===== src/rtl/uart_frac_baud_gen_if.sv =====
// -----------------------------------------------------------------------------
// uart_frac_baud_gen_if
// Divisor reload channel for uart_frac_baud_gen (valid/ready handshake).
//   cfg_valid  master -> slave  new divisor offered, held until cfg_ready
//   cfg_ready  slave  -> master divisor holding register is free
//   cfg_int    master -> slave  integer part of divisor (0 is treated as 1)
//   cfg_frac   master -> slave  fractional part, units of 1/2^FRAC_BITS clock
// -----------------------------------------------------------------------------
interface uart_frac_baud_gen_if #(
  parameter int INT_WIDTH = 16,
  parameter int FRAC_BITS = 4
);
  logic                 cfg_valid;
  logic                 cfg_ready;
  logic [INT_WIDTH-1:0] cfg_int;
  logic [FRAC_BITS-1:0] cfg_frac;

  modport master (output cfg_valid, output cfg_int, output cfg_frac, input cfg_ready);
  modport slave  (input cfg_valid, input cfg_int, input cfg_frac, output cfg_ready);
endinterface


===== src/rtl/uart_frac_baud_gen.sv =====
// -----------------------------------------------------------------------------
// uart_frac_baud_gen
// Fractional baud generator. Produces a one-cycle os_tick at OVERSAMPLE x baud,
// plus mid_tick (bit centre), bit_tick (bit boundary) and a square baud_out.
// The mean os_tick period is div_int + div_frac/2^FRAC_BITS clocks, realised by
// stretching a period by one clock whenever the fractional accumulator carries.
//   clk       system clock
//   reset     synchronous, active-high
//   enable    1 = run, 0 = freeze counters (ticks suppressed)
//   sync      one-cycle pulse restarting the bit phase
//   cfg       divisor reload channel (slave side)
//   os_tick   oversample tick
//   mid_tick  bit-centre tick
//   bit_tick  bit-boundary tick
//   baud_out  square wave at the baud rate
// -----------------------------------------------------------------------------
module uart_frac_baud_gen #(
  parameter int CLOCK_FREQ = 192000,
  parameter int BAUD_RATE  = 9600,
  parameter int OVERSAMPLE = 16,
  parameter int INT_WIDTH  = 16,
  parameter int FRAC_BITS  = 4
) (
  input  logic                       clk,
  input  logic                       reset,
  input  logic                       enable,
  input  logic                       sync,
  uart_frac_baud_gen_if.slave        cfg,
  output logic                       os_tick,
  output logic                       mid_tick,
  output logic                       bit_tick,
  output logic                       baud_out
);

  localparam int OS_W = $clog2(OVERSAMPLE);

  // Reset divisor in fixed point: CLOCK_FREQ * 2^FRAC_BITS / (BAUD_RATE * OVERSAMPLE), truncated.
  localparam longint DIV_SCALED =
    (longint'(CLOCK_FREQ) << FRAC_BITS) / (longint'(BAUD_RATE) * longint'(OVERSAMPLE));
  localparam logic [INT_WIDTH-1:0] DEF_INT_RAW = INT_WIDTH'(DIV_SCALED >> FRAC_BITS);
  localparam logic [INT_WIDTH-1:0] DEF_INT     = (DEF_INT_RAW == '0) ? INT_WIDTH'(1) : DEF_INT_RAW;
  localparam logic [FRAC_BITS-1:0] DEF_FRAC    = FRAC_BITS'(DIV_SCALED);
  localparam logic [OS_W-1:0]      OS_LAST     = OS_W'(OVERSAMPLE - 1);
  localparam logic [OS_W-1:0]      OS_PRE_MID  = OS_W'(OVERSAMPLE / 2 - 1);

  // One extra bit so a period of div_int + carry never overflows.
  logic [INT_WIDTH:0]   cnt;
  logic [FRAC_BITS-1:0] acc;
  logic                 carry;
  logic [OS_W-1:0]      os_cnt;
  logic [INT_WIDTH-1:0] div_int, held_int;
  logic [FRAC_BITS-1:0] div_frac, held_frac;
  logic                 pending;
  logic                 os_q, mid_q, bit_q, baud_q;

  logic [INT_WIDTH:0]   period_len;
  logic [FRAC_BITS:0]   acc_sum;
  logic                 wrap, bit_edge, mid_edge, apply_now;

  always_comb begin
    period_len = {1'b0, div_int} + {{INT_WIDTH{1'b0}}, carry};
    // ">=" rather than "==": a divisor shrunk while frozen can leave cnt beyond the new period.
    wrap       = (cnt >= period_len - 1'b1);
    acc_sum    = {1'b0, acc} + {1'b0, div_frac};
    bit_edge   = wrap && (os_cnt == OS_LAST);
    mid_edge   = wrap && (os_cnt == OS_PRE_MID);
    // A frozen or re-phased generator has no bit boundary to wait for, so apply at once.
    apply_now  = pending && (!enable || sync || bit_edge);
  end

  always_ff @(posedge clk) begin
    if (reset) begin
      cnt      <= '0;
      acc      <= '0;
      carry    <= 1'b0;
      os_cnt   <= '0;
      div_int  <= DEF_INT;
      div_frac <= DEF_FRAC;
      pending  <= 1'b0;
      os_q     <= 1'b0;
      mid_q    <= 1'b0;
      bit_q    <= 1'b0;
      baud_q   <= 1'b0;
    end else begin
      // NOTE: non-blocking defaults followed by conditional overrides; the last
      // assignment in program order wins at the edge, so pulses are single-cycle.
      os_q  <= 1'b0;
      mid_q <= 1'b0;
      bit_q <= 1'b0;

      if (enable && sync) begin
        cnt    <= '0;
        acc    <= '0;
        carry  <= 1'b0;
        os_cnt <= '0;
        baud_q <= 1'b0;
      end else if (enable) begin
        if (wrap) begin
          cnt          <= '0;
          os_q         <= 1'b1;
          {carry, acc} <= acc_sum;
          if (bit_edge) begin
            os_cnt <= '0;
            bit_q  <= 1'b1;
            baud_q <= ~baud_q;
          end else begin
            os_cnt <= os_cnt + 1'b1;
            if (mid_edge) begin
              mid_q  <= 1'b1;
              baud_q <= ~baud_q;
            end
          end
        end else begin
          cnt <= cnt + 1'b1;
        end
      end

      // Overrides the accumulator update above: the new divisor starts from a clean phase.
      if (apply_now) begin
        div_int  <= held_int;
        div_frac <= held_frac;
        acc      <= '0;
        carry    <= 1'b0;
        pending  <= 1'b0;
      end else if (cfg.cfg_valid && !pending) begin
        pending <= 1'b1;
      end
    end
  end

  // NOTE: the holding register is data-only and never read unless pending is set,
  // so it carries no reset.
  always_ff @(posedge clk) begin
    if (cfg.cfg_valid && !pending && !reset) begin
      held_int  <= (cfg.cfg_int == '0) ? INT_WIDTH'(1) : cfg.cfg_int;
      held_frac <= cfg.cfg_frac;
    end
  end

  assign cfg.cfg_ready = ~pending;

  // Ticks are masked so a pulse registered just before a freeze or reset never escapes.
  assign os_tick  = os_q  & enable & ~reset;
  assign mid_tick = mid_q & enable & ~reset;
  assign bit_tick = bit_q & enable & ~reset;
  assign baud_out = baud_q;

endmodule


===== src/flat_wrapper.sv =====
// flat-port wrapper written by rule: the top's interface ports become plain ports
module uart_frac_baud_gen_flat 
#(
  parameter int CLOCK_FREQ = 192000,
  parameter int BAUD_RATE  = 9600,
  parameter int OVERSAMPLE = 16,
  parameter int INT_WIDTH  = 16,
  parameter int FRAC_BITS  = 4
)
  (clk, reset, enable, sync, os_tick, mid_tick, bit_tick, baud_out, cfg_cfg_valid, cfg_cfg_int, cfg_cfg_frac, cfg_cfg_ready);
  uart_frac_baud_gen_if #(.INT_WIDTH(INT_WIDTH), .FRAC_BITS(FRAC_BITS)) cfg_i ();
  input  logic clk;
  input  logic reset;
  input  logic enable;
  input  logic sync;
  output logic os_tick;
  output logic mid_tick;
  output logic bit_tick;
  output logic baud_out;
  input wire logic [$bits(cfg_i.cfg_valid)-1:0] cfg_cfg_valid;
  input wire logic [$bits(cfg_i.cfg_int)-1:0] cfg_cfg_int;
  input wire logic [$bits(cfg_i.cfg_frac)-1:0] cfg_cfg_frac;
  output wire logic [$bits(cfg_i.cfg_ready)-1:0] cfg_cfg_ready;
  assign cfg_i.cfg_valid = cfg_cfg_valid;
  assign cfg_i.cfg_int = cfg_cfg_int;
  assign cfg_i.cfg_frac = cfg_cfg_frac;
  assign cfg_cfg_ready = cfg_i.cfg_ready;
  uart_frac_baud_gen #(.CLOCK_FREQ(CLOCK_FREQ), .BAUD_RATE(BAUD_RATE), .OVERSAMPLE(OVERSAMPLE), .INT_WIDTH(INT_WIDTH), .FRAC_BITS(FRAC_BITS)) u_core (.clk(clk), .reset(reset), .enable(enable), .sync(sync), .cfg(cfg_i), .os_tick(os_tick), .mid_tick(mid_tick), .bit_tick(bit_tick), .baud_out(baud_out));
endmodule

===== config.mk =====
export PLATFORM = sky130hd
export DESIGN_NAME = uart_frac_baud_gen_flat
export DESIGN_NICKNAME = d
export VERILOG_FILES = /design/src/rtl/uart_frac_baud_gen_if.sv /design/src/rtl/uart_frac_baud_gen.sv /design/src/flat_wrapper.sv
export SDC_FILE = /design/constraint.sdc
export NUM_CORES = 1
export LEC_CHECK = 0
export ABC_AREA = 0
export BUFFER_PORTS_ARGS = -buffer_cell sky130_fd_sc_hd__clkbuf_2
export CAP_MARGIN = 15
export CORE_MARGIN = 2
export CORE_UTILIZATION = 55
export DETAILED_ROUTE_END_ITERATION = 6
export PLACE_DENSITY = 0.72
export SLEW_MARGIN = 25
export SYNTH_ARGS = -nofsm -noshare
export SYNTH_HDL_FRONTEND = slang
export SYNTH_SLANG_ARGS = --single-unit
export TNS_END_PERCENT = 5

===== constraint.sdc =====
create_clock -name clk -period 4.8 [get_ports clk]
set_input_delay 0.96 -clock clk [delete_from_list [all_inputs] [get_ports clk]]
set_output_delay 0.96 -clock clk [all_outputs]
set_load 0.05 [all_outputs]

==> impl_metrics.yaml, run 1 <==
synthesis:
  yosysWarnings: 0
  synth_edf_count: 20
  synth_simple_gate_area_frac: 0.212
  synth_area_um2: 3660
  synth-async-reset-ratio: 0
  synth.top_cells.by_area: "dfxtp_1 (28%), edfxtp_1 (16%), ha_1 (8.5%)"
  syn_avg_cell_area_um2: 9.84
  yosys.cell_types.count: 41
  yosys.area.top_type: "dfxtp_1"
  synth-xor-area-share: 0.0766
  synth.most_common_cell: "dfxtp_1"
  synth.area.mux_share: 0.0684
  ys_seq_area_frac: 0.443
  ys_ff_latch: 71
  synth_fa_ha_area_frac: 0.0909
  synth_top_family_by_area: "simple AND/OR/NAND/NOR gates"
  synth_ff_type: "dfxtp_1"
  post-synth-top-area-fraction: 0.279
  synth_compound_area_frac: 0.0629
  syn_nets: 423
  synth_common_cells: "dfxtp_1 (51), nand2b_1 (37), nor2_1 (37), ha_1 (25), mux2i_1 (25)"
  syn_inst: 372
die:
  die_h_um: 85.6
  dieArea_um2: 7320
  start_util: 0.573
  core_um2: 6390
  chipWidth_um: 85.6
  num_io_pins: 30
  rows: 29
detailed_routing:
  wl_per_cell_um: 12.9
  dr.pass1.iters: 4
  finalWirelength_um: 6030
  drtIter0Drc: 61
  drc_errors: 0
  via_per_inst: 5.26
  ant_nets: 0
  vias: 2463
sta:
  rsz0062_at_grt: "no"
  worstMarginPinSlew_ps: 660
  drv_slew: 0
  fmax_ghz: 0.245
  slew_headroom: 0.560
  fin_crit_sh: 0.849
  tns_ps: 0
  holdWs_ps: 492
  hold_viol_final: 0
  worst_clock_skew_ps: 10.4
  setup_violations: 0
  finalCriticalPeriod_ps: 4080
cells_and_area:
  final_util: 0.628
  nets: 437
  n_antenna_cell: 0
  fillers: 535
  fin_area_um2: 4010
  drive_above_1_share: 0.146
  regArea_um2: 1620
  areaGrowthSynthToFinish_pct: 9.54
  multi_input_area_um2: 1870
critical_path:
  critical-path-top-delay-family: "simple AND/OR/NAND/NOR gates"
  crit_chain: "inv_1 -> ha_1 -> ha_1 -> nand2_1 -> or4_1 -> or4_4 -> or4_4 -> ha_1 -> nand4_1 -> nor2_1 -> a32oi_1 -> nand3_1 -> o311a_1 -> buf_4 -> a2111oi_2"
  crit_buf_inv: 2
  cp-start-kind: "flip-flop"
  cpPeakStageDelay_ps: 480
  cp.required_ps: 5040
  path_common_cell: "ha_1"
  cp_max_fo: 26
  path_class: "flip-flop to flip-flop"
  slowest_stage: "or4_4"
  end_kind: "flip-flop"
  arrival_ps: 4320
cts:
  cts_inserted_buffers: 9
  clk_root_buffer_cell: "clkbuf_8"
  clk_pin_slew_ps: 80
  ctsHoldBuffers: 0
  cts_buffer_depth: 2
  cts_resized: 0
  cts_htree_levels: 3
  post_cts_buffers: 0
  cts.sink_count: 71
  cts_tree: "done"
  clk_latency_ps: 340
global_routing:
  grt_pass1_vias: 2368
  grt_pass1_wl_um: 10600
  overflow: 0
  grt_use_total: 0.184
  antenna_found_initial: 0
  grt_max_degree: 46
job:
  cap_violations: 0
place:
  hpwl_um: 4300
  place_area_um2: 3810
  gp_congestion: 0.788
  placement.io_buffers: 29
power:
  ir_drop_uv: 229
  pwr-share-clk: 0.359
  switching_power_w: 0.000353
  p_leak_nw: 1.61
  power_w: 0.00132
  pwr_density_cell_nw_per_um2: 328
  comb_power_share: 0.139
  p_int_w: 0.000964
  switching_share: 0.268
  p_seq_frac: 0.502
outcome:
  status: "completed"
hold_path:
  hp-class: "flip-flop to flip-flop"
-- cell type report --
type / instances / area share
Clock inverter: 7 / 0.0178
Sequential cell: 71 / 0.404
Clock buffer: 9 / 0.0309
Multi-Input combinational cell: 257 / 0.467
Timing Repair Buffer: 32 / 0.0418
Inverter: 15 / 0.0140
Tap cell: 77 / 0.0240
-- kinds of logic (layout without fill, tap and decap cells) --
kind of cell	Yosys count	in the layout
adders and majority gates	26	26
DFF	71	71
muxes	25	25
xor gates and xnor gates	32	32
AOI/OAI and AO/OA	33	33
buffers and inverters	44	63
and+or+nand+nor	141	141
-- worst reg2reg max path, stage by stage (launching register included) --
cell and delay [ps]:
dfxtp_1 310, inv_1 50, ha_1 150, ha_1 170, nand2_1 90, or4_1 430
or4_4 460, or4_4 480, ha_1 300, nand4_1 110, nor2_1 70, a32oi_1 260
nand3_1 160, o311a_1 310, buf_4 260, a2111oi_2 360
-- flip-flops by register name, summed over array words and instances, names as in the netlist --
register / cells
u_core.held_int: 16
u_core.pending: 1
u_core.bit_q: 1
u_core.os_cnt: 4
u_core.carry: 1
u_core.held_frac: 4
u_core.os_q: 1
u_core.cnt: 17
u_core.div_frac: 4
u_core.baud_out: 1
u_core.mid_q: 1
u_core.acc: 4
u_core.div_int: 16
-- layer usage --
metal	vias to the layer above	wire length, µm	track usage
li1	1306	-	-
met1	1118	3140	0.253
met2	37	2660	0.275
met3	2	191	0.0481
met4	0	37	0.0750
met5	-	0	0
-- cells in the final DEF, fill, tap and decap left out, drive strengths merged, types with 2 or more instances in the layout --
master | Yosys | routed
dfxtp | 51 | 51
clkbuf | 23 | 38
nor2 | 37 | 37
nand2b | 37 | 37
mux2i | 25 | 25
ha | 25 | 25
edfxtp | 20 | 20
nand2 | 16 | 16
xnor2 | 16 | 16
xor2 | 16 | 16
inv | 15 | 16
a21oi | 14 | 14
nor3 | 10 | 10
nand4 | 8 | 8
a21o | 6 | 6
nand3 | 5 | 5
nor4 | 4 | 4
and2 | 4 | 4
and4 | 4 | 4
or4 | 4 | 4
o21ai | 3 | 3
and3 | 3 | 3
a31o | 3 | 3
clkinvlp | 0 | 3
buf | 6 | 3
nor3b | 2 | 2
nand3b | 2 | 2
and4b | 2 | 2
clkinv | 0 | 2
a2111oi | 2 | 2
-- path summary, 6_finish.rpt --
kind	startpoint	to	cells past startpoint	slack [ps]
setup / recovery	u_core.div_int[0]	u_core.acc[1]	15	720
hold / removal	u_core.os_cnt[3]	u_core.mid_q	1	490
setup reg to reg	u_core.div_int[0]	u_core.acc[1]	15	720
hold reg to reg	u_core.os_cnt[3]	u_core.mid_q	1	490
-- metrics by stage --
stage,cells,setup WS [ps]
after floorplan,372,1030
after global placement,452,824
after detailed placement,452,700
after CTS,468,705
after global routing,468,435
final,468,725
-- power groups by stage --
stage / clock [W] / sequential, W / combinational [W]
5_1_grt: 0.000518 / 0.000665 / 0.000206
3_3_place_gp: 0 / 0.000675 / 0.000176
3_5_place_dp: 0 / 0.000675 / 0.000182
2_1_floorplan: 0 / 0.000670 / 0.000145
6_report: 0.000473 / 0.000662 / 0.000183
4_1_cts: 0.000487 / 0.000662 / 0.000184
(Power assumes the default switching activity.)
==> run 2, diff against run 1 <==
clock period = 4.25 ns   (was 4.8 ns; I/O delays follow)
==> run 2 against run 1 <==
  * Core utilization is 0.88 points higher
  * Sequential power is 13% higher
  * Via count is 1.0% higher
  * First-iteration DRC count is 15% lower
  * Sequential share of layout area is 0.56 points lower
  * Global-route usage is 0.19 points lower
  * Count of clock-buffer cells in the layout is 1 higher
  * Non-clock buffer count is 1 higher
  * Cell area is 1.4% higher
  * Highest routed layer unchanged
  * Largest power group unchanged
  * Clock skew is 4.5 ps lower
  * Clock power is 25% higher
  * Cell count is 0.21% higher
==> impl_metrics.yaml, run 2 (synthesized netlist as in run 1, its figures left out) <==
outcome:
  status: "completed"
critical_path:
  cp-start-kind: "flip-flop"
  r2r_setup_slack_ps: 300
  cp_max_fo: 11
  rr_worst_depth: 14
  reg2reg_from: "u_core.div_int[0]"
  arrival_ps: 4190
  r2r_end: "u_core.acc[1]"
  cp.required_ps: 4490
  end_kind: "flip-flop"
  path_class: "flip-flop to flip-flop"
die:
  rows: 29
  core_um2: 6390
  chipWidth_um: 85.6
  num_io_pins: 30
  die_h_um: 85.6
  dieArea_um2: 7320
  start_util: 0.573
cts:
  clk_root_buffer_cell: "clkbuf_8"
  cts.sink_count: 71
  cts_tree: "done"
  cts_buffer_depth: 2
  clk_latency_ps: 350
  ctsHoldBuffers: 0
  cts_inserted_buffers: 9
  clk_pin_slew_ps: 80
  cts_htree_levels: 3
global_routing:
  antenna_found_initial: 0
  grt_use_total: 0.182
  grt_pass1_vias: 2363
  grt_max_degree: 46
  grt_pass1_wl_um: 10500
  overflow: 0
detailed_routing:
  vias: 2488
  wl_per_cell_um: 13.0
  via_per_inst: 5.30
  ant_nets: 0
  drtIter0Drc: 52
  drc_errors: 0
  finalWirelength_um: 6080
  dr.pass1.iters: 4
place:
  hpwl_um: 4400
  placement.io_buffers: 29
  gp_congestion: 0.806
  dpl_worst_slack_ps: 135
  place_inst: 453
sta:
  setup_violations: 0
  finalCriticalPeriod_ps: 3950
  hold_viol_final: 0
  slew_headroom: 0.546
  worst_clock_skew_ps: 5.88
  fmax_ghz: 0.253
  fin_crit_sh: 0.929
  holdWs_ps: 491
  drv_slew: 0
  fin_ws_ps: 300
  rsz0062_at_grt: "no"
  worstMarginPinSlew_ps: 680
  tns_ps: 0
cells_and_area:
  regMostFlops: "u_core.cnt"
  areaGrowthSynthToFinish_pct: 11.1
  regArea_um2: 1620
  multi_input_area_um2: 1880
  final_common_cell: "dfxtp_1"
  drive_above_1_share: 0.148
  n_antenna_cell: 0
  fillers: 546
  final_cells: 469
  top_regs: "u_core.cnt: 17 flops, u_core.div_int: 16 flops, u_core.held_int: 16 flops"
  largest_register_ff_count: 17
  nets: 438
  final_cell_mix: "dfxtp_1 (51), nor2_1 (37), nand2b_1 (37)"
job:
  cap_violations: 0
power:
  pwr_density_cell_nw_per_um2: 382
  power_w: 0.00155
  ir_drop_uv: 275
  p_leak_nw: 1.64
hold_path:
  whs_endpoint: "u_core.div_int[1]"
  hp-class: "flip-flop to flip-flop"
  hold_path_startpoint: "u_core.div_int[1]"
  min_path_cells: 2
## run 2: how the worst max path moves through the flow
| stage | slack [ps] | from | endpoint | cells after the start |
|---|---|---|---|---|
| floorplan | 480 | u_core.div_int[0] | u_core.div_int[10] | 16 |
| global placement | 280 | u_core.div_int[0] | u_core.div_int[0] | 15 |
| detailed placement | 130 | u_core.div_int[0] | u_core.div_int[15] | 15 |
| CTS | 100 | u_core.div_int[0] | u_core.div_int[15] | 15 |
| global route | 50 | u_core.div_int[0] | u_core.acc[1] | 15 |
| finish | 300 | u_core.div_int[0] | u_core.acc[1] | 14 |
## run 2: power breakdown
group,internal [W],total (W),leakage (nW),switching (W)
combinational,0.0000977,0.000211,0.934,0.000113
clock,0.000335,0.000593,0.104,0.000259
sequential,0.000725,0.000747,0.599,0.0000228
total,0.00116,0.00155,1.64,0.000395
## run 2: what timing repair did
action,4_1_cts,5_1_grt
resized for setup,0,2
endpoints found under the setup margin,0,18
buffers inserted,0,0
## run 2: routing by layer
layer / vias up / wire length (µm) / GRT usage
li1: 1311 / - / -
met1: 1123 / 2970 / 0.240
met2: 46 / 2740 / 0.281
met4: 0 / 88 / 0.0794
met3: 8 / 273 / 0.0491
met5: - / 0 / 0
## run 2: metrics by stage
stage          area [µm²]  utilization
2_1_floorplan        3660            -
3_3_place_gp         3830        0.601
3_5_place_dp         3830        0.601
4_1_cts              4060        0.635
5_1_grt              4070        0.637
6_report             4070        0.637
## run 2: layout make-up
cell class                      count  area share
Multi-Input combinational cell    257       0.463
Timing Repair Buffer               33      0.0462
Sequential cell                    71       0.399
Clock inverter                      6      0.0228
Clock buffer                       10      0.0314
Tap cell                           77      0.0237
Inverter                           15      0.0138
## run 2: worst max-delay path: stages, from the launching register on
cell and delay (ps):
dfxtp_1 310, inv_1 50, ha_1 160, ha_1 190, nand2_1 100, or4_1 430
or4_4 460, or4_4 490, ha_1 300, nand4_1 110, nor2_1 70, a32oi_1 240
nand3_1 160, o311a_4 430, a2111oi_2 340
==> run 3, diff against run 2 <==
CORE_UTILIZATION = 40   (was 55)
GPL_TIMING_DRIVEN = 0   (was default)
PLACE_DENSITY = 0.55   (was 0.72)
REMOVE_ABC_BUFFERS = 1   (was default)
==> run 3 against run 2 <==
  * Count of clock-buffer cells in the layout stayed put
  * Cell area is 1.5% higher
  * Non-clock buffer count is 2 higher
  * Combinational power is 8% higher
  * Maximum frequency is 3.9% lower
  * Worst setup slack worse by 160 ps
  * Critical path depth is 1 higher
==> impl_metrics.yaml, run 3 (synthesized netlist as in run 1, its figures left out) <==
cells_and_area:
  largest_register_ff_count: 17
  regMostFlops: "u_core.cnt"
  multi_input_area_um2: 1910
  drive_above_1_share: 0.162
  final_common_cell: "dfxtp_1"
  final_cells: 502
  final_util: 0.469
  fillers: 812
  fin_area_um2: 4130
  final_cell_mix: "dfxtp_1 (51), nor2_1 (37), nand2b_1 (36)"
  n_antenna_cell: 0
  regArea_um2: 1620
  top_regs: "u_core.cnt: 17 flops, u_core.div_int: 16 flops, u_core.held_int: 16 flops"
  areaGrowthSynthToFinish_pct: 12.8
  nets: 440
power:
  switching_share: 0.264
  pwr_density_cell_nw_per_um2: 363
  ir_drop_uv: 175
  switching_power_w: 0.000396
  p_leak_nw: 1.64
  power_w: 0.00150
  comb_power_share: 0.152
  pwr-share-clk: 0.350
  p_seq_frac: 0.499
  p_int_w: 0.00110
cts:
  clk_pin_slew_ps: 80
  clk_latency_ps: 340
  ctsHoldBuffers: 0
  cts_htree_levels: 3
  cts.sink_count: 71
  cts_tree: "done"
  cts_buffer_depth: 2
  clk_root_buffer_cell: "clkbuf_8"
  cts_inserted_buffers: 9
global_routing:
  overflow: 0
  grt_pass1_vias: 2376
  grt_use_total: 0.137
  grt_pass1_wl_um: 10900
  antenna_found_initial: 0
  grt_max_degree: 46
place:
  place_area_um2: 3870
  gp_congestion: 0.778
  hpwl_um: 4450
  placement.io_buffers: 29
  place_inst: 483
critical_path:
  cp.required_ps: 4480
  arrival_ps: 4340
  cp_max_fo: 21
  rr_worst_depth: 15
  slowest_stage: "or4_4"
  path_class: "flip-flop to flip-flop"
  cp-start-kind: "flip-flop"
  crit_buf_inv: 2
  critical-path-top-delay-family: "simple AND/OR/NAND/NOR gates"
  cpPeakStageDelay_ps: 490
  end_kind: "flip-flop"
  path_common_cell: "ha_1"
  crit_chain: "inv_1 -> ha_1 -> ha_1 -> nand2_1 -> or4_1 -> or4_4 -> or4_4 -> ha_1 -> nand4_1 -> nor2_1 -> a32oi_2 -> nand3_1 -> o311a_4 -> buf_12 -> a2111oi_1"
  cp_num_cells: 15
sta:
  worst_clock_skew_ps: 10.2
  rsz0062_at_grt: "yes"
  slew_headroom: 0.545
  finalCriticalPeriod_ps: 4110
  drv_slew: 0
  worstMarginPinSlew_ps: 682
  hold_viol_final: 0
  fin_crit_sh: 0.968
  fmax_ghz: 0.243
  setup_violations: 0
  tns_ps: 0
detailed_routing:
  ant_nets: 0
  finalWirelength_um: 6240
  drtIter0Drc: 64
  dr.pass1.iters: 6
  wl_per_cell_um: 12.4
  via_per_inst: 4.91
  drc_errors: 0
  vias: 2466
hold_path:
  hp-class: "flip-flop to flip-flop"
  min_path_cells: 2
die:
  chipWidth_um: 99.7
  rows: 34
  start_util: 0.416
  die_h_um: 99.7
  dieArea_um2: 9930
  core_um2: 8810
  num_io_pins: 30
job:
  cap_violations: 0
outcome:
  status: "completed"
## run 3: cell types whose count changed in the layout (fill, tap and decap cells not counted), sizes merged
cell / delta
clkinvlp: +1
buf: +2
inv: -2
clkinv: +2
bufinv: -1
## run 3: layout make-up
type | instances | share of cell area
repair buffers | 35 | 0.0521
clock inverters | 6 | 0.0152
inverters | 15 | 0.0136
multi-input cells | 257 | 0.463
well taps | 108 | 0.0327
clock buffers | 10 | 0.0309
flip-flops and latches | 71 | 0.393
## run 3: path summary, 6_finish.rpt
path	start	endpoint	slack [ps]
worst max-delay path	u_core.div_int[0]	u_core.carry	140
worst min-delay path	u_core.div_frac[3]	u_core.div_frac[3]	490
worst max register to register	u_core.div_int[0]	u_core.carry	140
worst min register to register	u_core.div_frac[3]	u_core.div_frac[3]	490
## run 3: timing repair
action,4_1_cts,5_1_grt
setup buffers,0,3
resized for setup,4,2
pin swaps,0,1
setup endpoints to repair,20,44
## run 3: metal layers
metal  track usage  wire, µm  vias to the layer above
met5             0         0                        -
met4        0.0569        90                        0
met3        0.0302       153                        6
met2         0.212      2700                       29
met1         0.186      3300                     1116
li1              -         -                     1315
## run 3: power groups by stage
stage,Sequential (W),Combinational [W],Clock (W)
floorplan,0.000757,0.000151,0
global placement,0.000762,0.000198,0
detailed placement,0.000762,0.000207,0
CTS,0.000747,0.000214,0.000541
global route,0.000752,0.000256,0.000576
finish,0.000747,0.000227,0.000524
## run 3: tightest hold or removal path: cells and delay by family (launching register included)
kind / cells / cell delay [ps]
and+or+nand+nor: 1 / 70
muxes: 1 / 60
DFF: 1 / 320
## run 3: per-stage QoR
step / worst slack, ps / hold WS (ps)
global placement: -370 / 470
global route: -135 / 531
finish: 138 / 495
CTS: 30.9 / 496
floorplan: 198 / 452
detailed placement: -391 / 473
